**config.mk**
```make
export PLATFORM = sky130hd
export DESIGN_NAME = net_tx_arbiter
export DESIGN_NICKNAME = d
export VERILOG_FILES = /design/src/rtl/net_pkg.sv /design/src/rtl/net_tx_arbiter_rr_arbiter.sv /design/src/rtl/net_tx_arbiter.sv
export SDC_FILE = /design/constraint.sdc
export NUM_CORES = 1
export LEC_CHECK = 0
export BUFFER_PORTS_ARGS = -buffer_cell sky130_fd_sc_hd__buf_2
export CORE_MARGIN = 2
export CORE_UTILIZATION = 55
export CTS_CLUSTER_DIAMETER = 80
export DETAILED_ROUTE_END_ITERATION = 16
export HOLD_SLACK_MARGIN = 0.08
export PLACE_DENSITY_LB_ADDON = 0.08
export SLEW_MARGIN = 20
export SYNTH_ARGS = -nofsm -noshare
export SYNTH_HDL_FRONTEND = slang
export SYNTH_HIERARCHICAL = 1
export SYNTH_SLANG_ARGS = --single-unit
```
**constraint.sdc**
```tcl
create_clock -name ACLK -period 11.9 [get_ports ACLK]
set_clock_uncertainty 0.05 [all_clocks]
set_input_delay 1.785 -clock ACLK [delete_from_list [all_inputs] [get_ports ACLK]]
set_output_delay 1.785 -clock ACLK [all_outputs]
set_load 0.05 [all_outputs]
```
**src/rtl/net_pkg.sv**
```systemverilog
// Shared packet definitions for the GPU network transmit path.
// Packet layout is {dest_gpu, payload}.
package net_pkg;

   localparam int PKT_W     = 16;
   localparam int DEST_W    = 6;
   localparam int PAYLOAD_W = 10;

   typedef struct packed {
      logic [DEST_W-1:0]    dest;
      logic [PAYLOAD_W-1:0] payload;
   } net_pkt_t;

   function automatic logic [DEST_W-1:0] pkt_dest(input logic [PKT_W-1:0] pkt);
      return pkt[PKT_W-1 -: DEST_W];
   endfunction

   function automatic logic [PAYLOAD_W-1:0] pkt_payload(input logic [PKT_W-1:0] pkt);
      return pkt[PAYLOAD_W-1:0];
   endfunction

endpackage

```
**src/rtl/net_tx_arbiter_rr_arbiter.sv**
```systemverilog
// Combinational round-robin arbiter: the first request at or after ptr
// (wrapping modulo NUM_REQ) wins; one-hot grant plus encoded index.
module rr_arbiter #(
   parameter int NUM_REQ = 4
) (
   input  logic [NUM_REQ-1:0] req,
   input  logic [2:0]         ptr,
   output logic [NUM_REQ-1:0] grant,
   output logic [2:0]         grant_idx,
   output logic               grant_any
);

   logic [7:0] req_ext_s;
   logic [3:0] cand_s;

   always_comb begin
      req_ext_s              = 8'd0;
      req_ext_s[NUM_REQ-1:0] = req;
      cand_s                 = 4'd0;
      grant_idx              = 3'd0;
      grant_any              = 1'b0;
      grant                  = {NUM_REQ{1'b0}};
      for (int i = 0; i < NUM_REQ; i++) begin
         cand_s = {1'b0, ptr} + 4'(i);
         if (cand_s >= 4'(NUM_REQ)) begin
            cand_s = cand_s - 4'(NUM_REQ);
         end else begin
            cand_s = cand_s;
         end
         if (!grant_any && req_ext_s[cand_s[2:0]]) begin
            grant_any = 1'b1;
            grant_idx = cand_s[2:0];
         end else begin
            grant_any = grant_any;
         end
      end
      for (int g = 0; g < NUM_REQ; g++) begin
         grant[g] = grant_any && (grant_idx == 3'(g));
      end
   end

endmodule

```
**src/rtl/net_tx_arbiter.sv**
```systemverilog
// Round-robin share of the GPU network transmit port: one registered output
// slot, loopback of self-addressed packets, packet counters, stall watchdog.
module net_tx_arbiter
   import net_pkg::*;
#(
   parameter int NUM_REQ = 4,
   parameter int GPU_ID  = 21,
   parameter int TIMEOUT = 1024,
   parameter int CNT_W   = 16
) (
   input  logic                     ACLK,
   input  logic                     ARESET,
   input  logic [NUM_REQ-1:0]       req_valid,
   input  logic [PKT_W*NUM_REQ-1:0] req_data,
   output logic [NUM_REQ-1:0]       req_ready,
   output logic [PKT_W-1:0]         net_data_out,
   output logic                     net_valid_out,
   input  logic                     net_ready_in,
   output logic [PAYLOAD_W-1:0]     loop_data,
   output logic                     loop_valid,
   output logic [2:0]               grant_id,
   output logic [CNT_W-1:0]         sent_cnt,
   output logic [CNT_W-1:0]         loop_cnt,
   output logic                     stall_err
);

   localparam int              WD_W    = $clog2(TIMEOUT + 1);
   localparam logic [WD_W-1:0] WD_LAST = WD_W'(TIMEOUT - 1);

   logic               slot_free_s;
   logic               stalled_s;
   logic               accept_s;
   logic               is_loop_s;
   logic [NUM_REQ-1:0] req_gated_s;
   logic [NUM_REQ-1:0] grant_s;
   logic [2:0]         win_idx_s;
   logic [2:0]         rr_ptr_r;
   logic [PKT_W-1:0]   req_pkt_s [8];
   net_pkt_t           win_pkt_s;
   logic [WD_W-1:0]    wd_cnt_r;

   // Unpack the flat request bus into an 8-entry table so a 3-bit index can select it.
   generate
      for (genvar g = 0; g < 8; g++) begin : g_pkt
         if (g < NUM_REQ) begin : g_used
            assign req_pkt_s[g] = req_data[PKT_W*g +: PKT_W];
         end else begin : g_pad
            assign req_pkt_s[g] = {PKT_W{1'b0}};
         end
      end
   endgenerate

   always_comb begin
      slot_free_s = !net_valid_out || net_ready_in;
      stalled_s   = net_valid_out && !net_ready_in;
      req_gated_s = req_valid & {NUM_REQ{slot_free_s}};
      win_pkt_s   = req_pkt_s[win_idx_s];
      is_loop_s   = (pkt_dest(win_pkt_s) == DEST_W'(GPU_ID));
   end

   rr_arbiter #(
      .NUM_REQ (NUM_REQ)
   ) u_rr_arbiter (
      .req       (req_gated_s),
      .ptr       (rr_ptr_r),
      .grant     (grant_s),
      .grant_idx (win_idx_s),
      .grant_any (accept_s)
   );

   assign req_ready = grant_s;

   always_ff @(posedge ACLK or posedge ARESET) begin
      if (ARESET) begin
         rr_ptr_r <= 3'd0;
         grant_id <= 3'd0;
      end else if (accept_s) begin
         rr_ptr_r <= (win_idx_s == 3'(NUM_REQ - 1)) ? 3'd0 : win_idx_s + 3'd1;
         grant_id <= win_idx_s;
      end else begin
         rr_ptr_r <= rr_ptr_r;
         grant_id <= grant_id;
      end
   end

   // A free slot refills from a non-loop winner or empties; a held packet stays put.
   always_ff @(posedge ACLK or posedge ARESET) begin
      if (ARESET) begin
         net_valid_out <= 1'b0;
         net_data_out  <= {PKT_W{1'b0}};
      end else if (slot_free_s) begin
         net_valid_out <= accept_s && !is_loop_s;
         if (accept_s && !is_loop_s) begin
            net_data_out <= win_pkt_s;
         end else begin
            net_data_out <= net_data_out;
         end
      end else begin
         net_valid_out <= net_valid_out;
         net_data_out  <= net_data_out;
      end
   end

   always_ff @(posedge ACLK or posedge ARESET) begin
      if (ARESET) begin
         loop_valid <= 1'b0;
         loop_data  <= {PAYLOAD_W{1'b0}};
         loop_cnt   <= {CNT_W{1'b0}};
      end else if (accept_s && is_loop_s) begin
         loop_valid <= 1'b1;
         loop_data  <= pkt_payload(win_pkt_s);
         loop_cnt   <= loop_cnt + CNT_W'(1);
      end else begin
         loop_valid <= 1'b0;
         loop_data  <= loop_data;
         loop_cnt   <= loop_cnt;
      end
   end

   always_ff @(posedge ACLK or posedge ARESET) begin
      if (ARESET) begin
         sent_cnt <= {CNT_W{1'b0}};
      end else if (net_valid_out && net_ready_in) begin
         sent_cnt <= sent_cnt + CNT_W'(1);
      end else begin
         sent_cnt <= sent_cnt;
      end
   end

   // wd_cnt_r holds the number of stalled cycles so far; the TIMEOUT-th one sets stall_err.
   always_ff @(posedge ACLK or posedge ARESET) begin
      if (ARESET) begin
         wd_cnt_r  <= {WD_W{1'b0}};
         stall_err <= 1'b0;
      end else if (stalled_s) begin
         if (wd_cnt_r == WD_LAST) begin
            wd_cnt_r  <= wd_cnt_r;
            stall_err <= 1'b1;
         end else begin
            wd_cnt_r  <= wd_cnt_r + WD_W'(1);
            stall_err <= stall_err;
         end
      end else begin
         wd_cnt_r  <= {WD_W{1'b0}};
         stall_err <= stall_err;
      end
   end

endmodule

```
==> impl_metrics.tcl <==
set metrics [dict create \
    reg2reg_slack_ns 6.45 \
    yosysWarnings 6 \
    synthesis.nets 423 \
    p_switching_mw 0.7069 \
    internal_power_mw 0.7912 \
    hold_start "sent_cnt[15]$_DFFE_PP0P_" \
    via_per_inst 5.409 \
    post_cts_buffers 0 \
    core-area_um2 7607 \
    syn_avg_cell_area_um2 12.29 \
    arrival_ns 6.65 \
    h-tree-depth 3 \
    maxCapViolCount 0 \
    gp_congestion 0.8161 \
    hold_buffers 0 \
    grt_setup_unrepaired "false" \
    area_delta_synth_final_pct 23.51 \
    routed_wl_mm 9.079 \
    grt_use_total_pct 23.01 \
    grt_first_pass_wirelength_mm 15.50 \
    end_kind "flip-flop" \
    dp_slack_ns 5.048 \
    numCtsBuffers 9 \
    synth.distinct_cells 62 \
    pwr-share-clk_pct 14.8 \
    seq_area_frac_synth_pct 45.91 \
    setup_viol_count_final 0 \
    syn-instance-count 346 \
    root_buffer "clkbuf_8" \
    dpl.hpwl_mm 6.811 \
    fp.dieArea_um2 8449 \
    place_inst 575 \
    antenna_found_initial 0 \
    critPathKind "primary input to flip-flop" \
    grt_max_degree 79 \
    first_pass_iters 4 \
    required_ns 12.08 \
    powerDensity_nw_per_um2 285.3 \
    drc 0 \
    vias 3202 \
    synth_flop_cell "dfrtp_1" \
    slew_viol_final 0 \
    io_pins 139 \
    timing.setup.tns_ns 0 \
    drtIter0Drc 104 \
    worstHoldPathCells 1 \
    period_share_pct 54.35 \
    gr-total-overflow 0 \
    hold_violations 0 \
    synth_seq_cells 78 \
    min_path_type "flip-flop to flip-flop" \
    wl_per_cell_um 15.34 \
    status "finished clean" \
    async_flop_share_pct 100.0 \
    nets 562 \
    p_comb_share_pct 59.8 \
    finalNonFillerCells 592 \
    max-slew-margin-rel_pct 29.14 \
    cts.reportedPaths.clkPinSlew_ns 0.08 \
    reg2reg_depth 12 \
    die_h_um 91.92 \
    synth_edf_count 0 \
    fin_ws_ns 5.432 \
    diodes 0 \
    cp_max_fo 19 \
    cts_tree "yes" \
    crit-reg2reg-launch "rr_ptr_r[0]$_DFFE_PP0P_" \
    p_sw_share_pct 47.19 \
    peakVddDrop_mv 0.3690 \
    cp-start-kind "primary input" \
    clock-sinks 78 \
    cts_resized 0 \
    postRouteAntennaNets 0 \
    drive_gt1_share_pct 42.65 \
    utilization_pct 69.03 \
    start_util_pct 55.89 \
    io_buffers 138 \
    whs_endpoint "sent_cnt[15]$_DFFE_PP0P_" \
    grt_pass1_vias 3290 \
    cts_max_path_buffers 2 \
    leakage_nw 2.653 \
    synth_area_um2 4252 \
    period_needed_ns 6.468 \
    fmax_mhz 154.6 \
    row_count 32 \
    seq_power_share_pct 25.4 \
    clk_latency_ns 0.34 \
    dieWidth_um 91.92 \
    r2r_end "loop_data[5]$_DFFE_PP0P_" \
    worstMarginPinSlew_ns 1.055 \
]
## cell usage after synthesis (4+ instances only)
| cell | n | share of area, % |
|---|---|---|
| ha_1 | 6 | 1.8 |
| mux2_1 | 10 | 2.6 |
| mux4_2 | 17 | 9.0 |
| mux2_4 | 8 | 2.8 |
| nand2_1 | 23 | 2.0 |
| a22o_1 | 4 | 0.82 |
| nand3_1 | 18 | 2.1 |
| nand4_1 | 9 | 1.3 |
| dfrtp_1 | 78 | 46 |
| inv_1 | 12 | 1.1 |
| o21ai_0 | 4 | 0.47 |
| and2_1 | 16 | 2.4 |
| xor2_1 | 9 | 1.9 |
| and4_1 | 7 | 1.4 |
| mux2i_1 | 7 | 1.6 |
| clkbuf_1 | 4 | 0.35 |
| mux2_2 | 8 | 2.1 |
| xnor2_1 | 27 | 5.6 |
| nor2_1 | 17 | 1.5 |
## state kept, by name, summed over array words and instances, names as in the netlist
signal and count:
loop_cnt 16, net_data_out 16, sent_cnt 16, wd_cnt_r 11, loop_data 10, grant_id 3, rr_ptr_r 3, loop_valid 1
net_valid_out 1, stall_err 1
## logic make-up after synthesis
logic type      after synthesis  synth area share (%)
simple gates                123                 17.98
fa+ha+maj                     6                 1.766
other cells                   1               0.08820
buf+inv                      24                 2.854
xor+xnor                     36                 7.416
mux                          51                 18.57
flops                        78                 45.91
compound gates               27                 5.415
## per-layer routing
metal | share of wire (%) | wire length (um) | global-route usage [%] | vias to the layer above
met2 | 49 | 4464 | 38.24 | 94
met3 | 5.8 | 531 | 5.341 | 8
li1 | - | - | - | 1526
met5 | 0 | 0 | 0 | -
met4 | 0.90 | 82 | 5.597 | 0
met1 | 44 | 4001 | 30.85 | 1574
## cells in the final DEF (no fill, tap or decap), drive strengths merged, types with 5 or more instances in the layout
cell type	count
clkbuf	10
and4	7
o21ai	5
ha	6
buf	140
xor2	9
nand4	9
nor2	18
mux2i	8
nand2	24
dfrtp	78
nor4	5
inv	12
and2	18
mux4	17
nand3	18
mux2	26
or2	5
xnor2	27
## final cells by class
| cell class | instances | area (um^2) |
|---|---|---|
| repair buffers | 140 | 725.7 |
| inverters | 12 | 46.29 |
| clock inverters | 6 | 83.83 |
| clock buffers | 10 | 137.6 |
| flip-flops and latches | 78 | 1952 |
| fillers | 605 | 2356 |
| multi-input cells | 244 | 2178 |
| well taps | 102 | 127.6 |
## per-stage QoR
step | power, mW | hold WS, ns | instance area (um^2)
after global placement | 1.267 | 0.3867 | 5002
after floorplan | 1.134 | 0.4308 | 4252
final | 1.498 | 0.4147 | 5251
after detailed placement | 1.283 | 0.4125 | 5002
after global routing | 1.593 | 0.4433 | 5251
after CTS | 1.511 | 0.4237 | 5224
## power groups by stage
stage | combinational [mW] | sequential [mW] | clock (mW)
6_report | 0.896 | 0.380 | 0.222
5_1_grt | 0.964 | 0.390 | 0.239
4_1_cts | 0.902 | 0.380 | 0.228
3_5_place_dp | 0.899 | 0.385 | 0
3_3_place_gp | 0.883 | 0.384 | 0
2_1_floorplan | 0.584 | 0.549 | 0
## how the worst max path moves through the flow
stage / cells past startpoint / slack (ns) / to / startpoint
after floorplan: 9 / 5.96 / req_ready[2] / net_ready_in
after global placement: 13 / 5.21 / loop_data[3]$_DFFE_PP0P_ / net_ready_in
after detailed placement: 13 / 5.05 / loop_data[5]$_DFFE_PP0P_ / net_ready_in
after CTS: 13 / 5.40 / loop_data[5]$_DFFE_PP0P_ / net_ready_in
after global routing: 13 / 5.03 / loop_data[3]$_DFFE_PP0P_ / net_ready_in
final: 13 / 5.43 / loop_data[5]$_DFFE_PP0P_ / net_ready_in
## critical path, cell delays in order
cell,delay [ns]
buf_2,0.11
nand2b_1,0.46
and2_1,0.32
mux2i_1,0.12
a311o_1,0.39
and2_4,0.19
a21oi_1,0.13
a21oi_1,0.08
inv_1,0.74
mux4_2,0.61
or2_1,0.42
nor4_4,0.85
mux2_2,0.42
No activity file was read; power rests on OpenSTA's default activity.
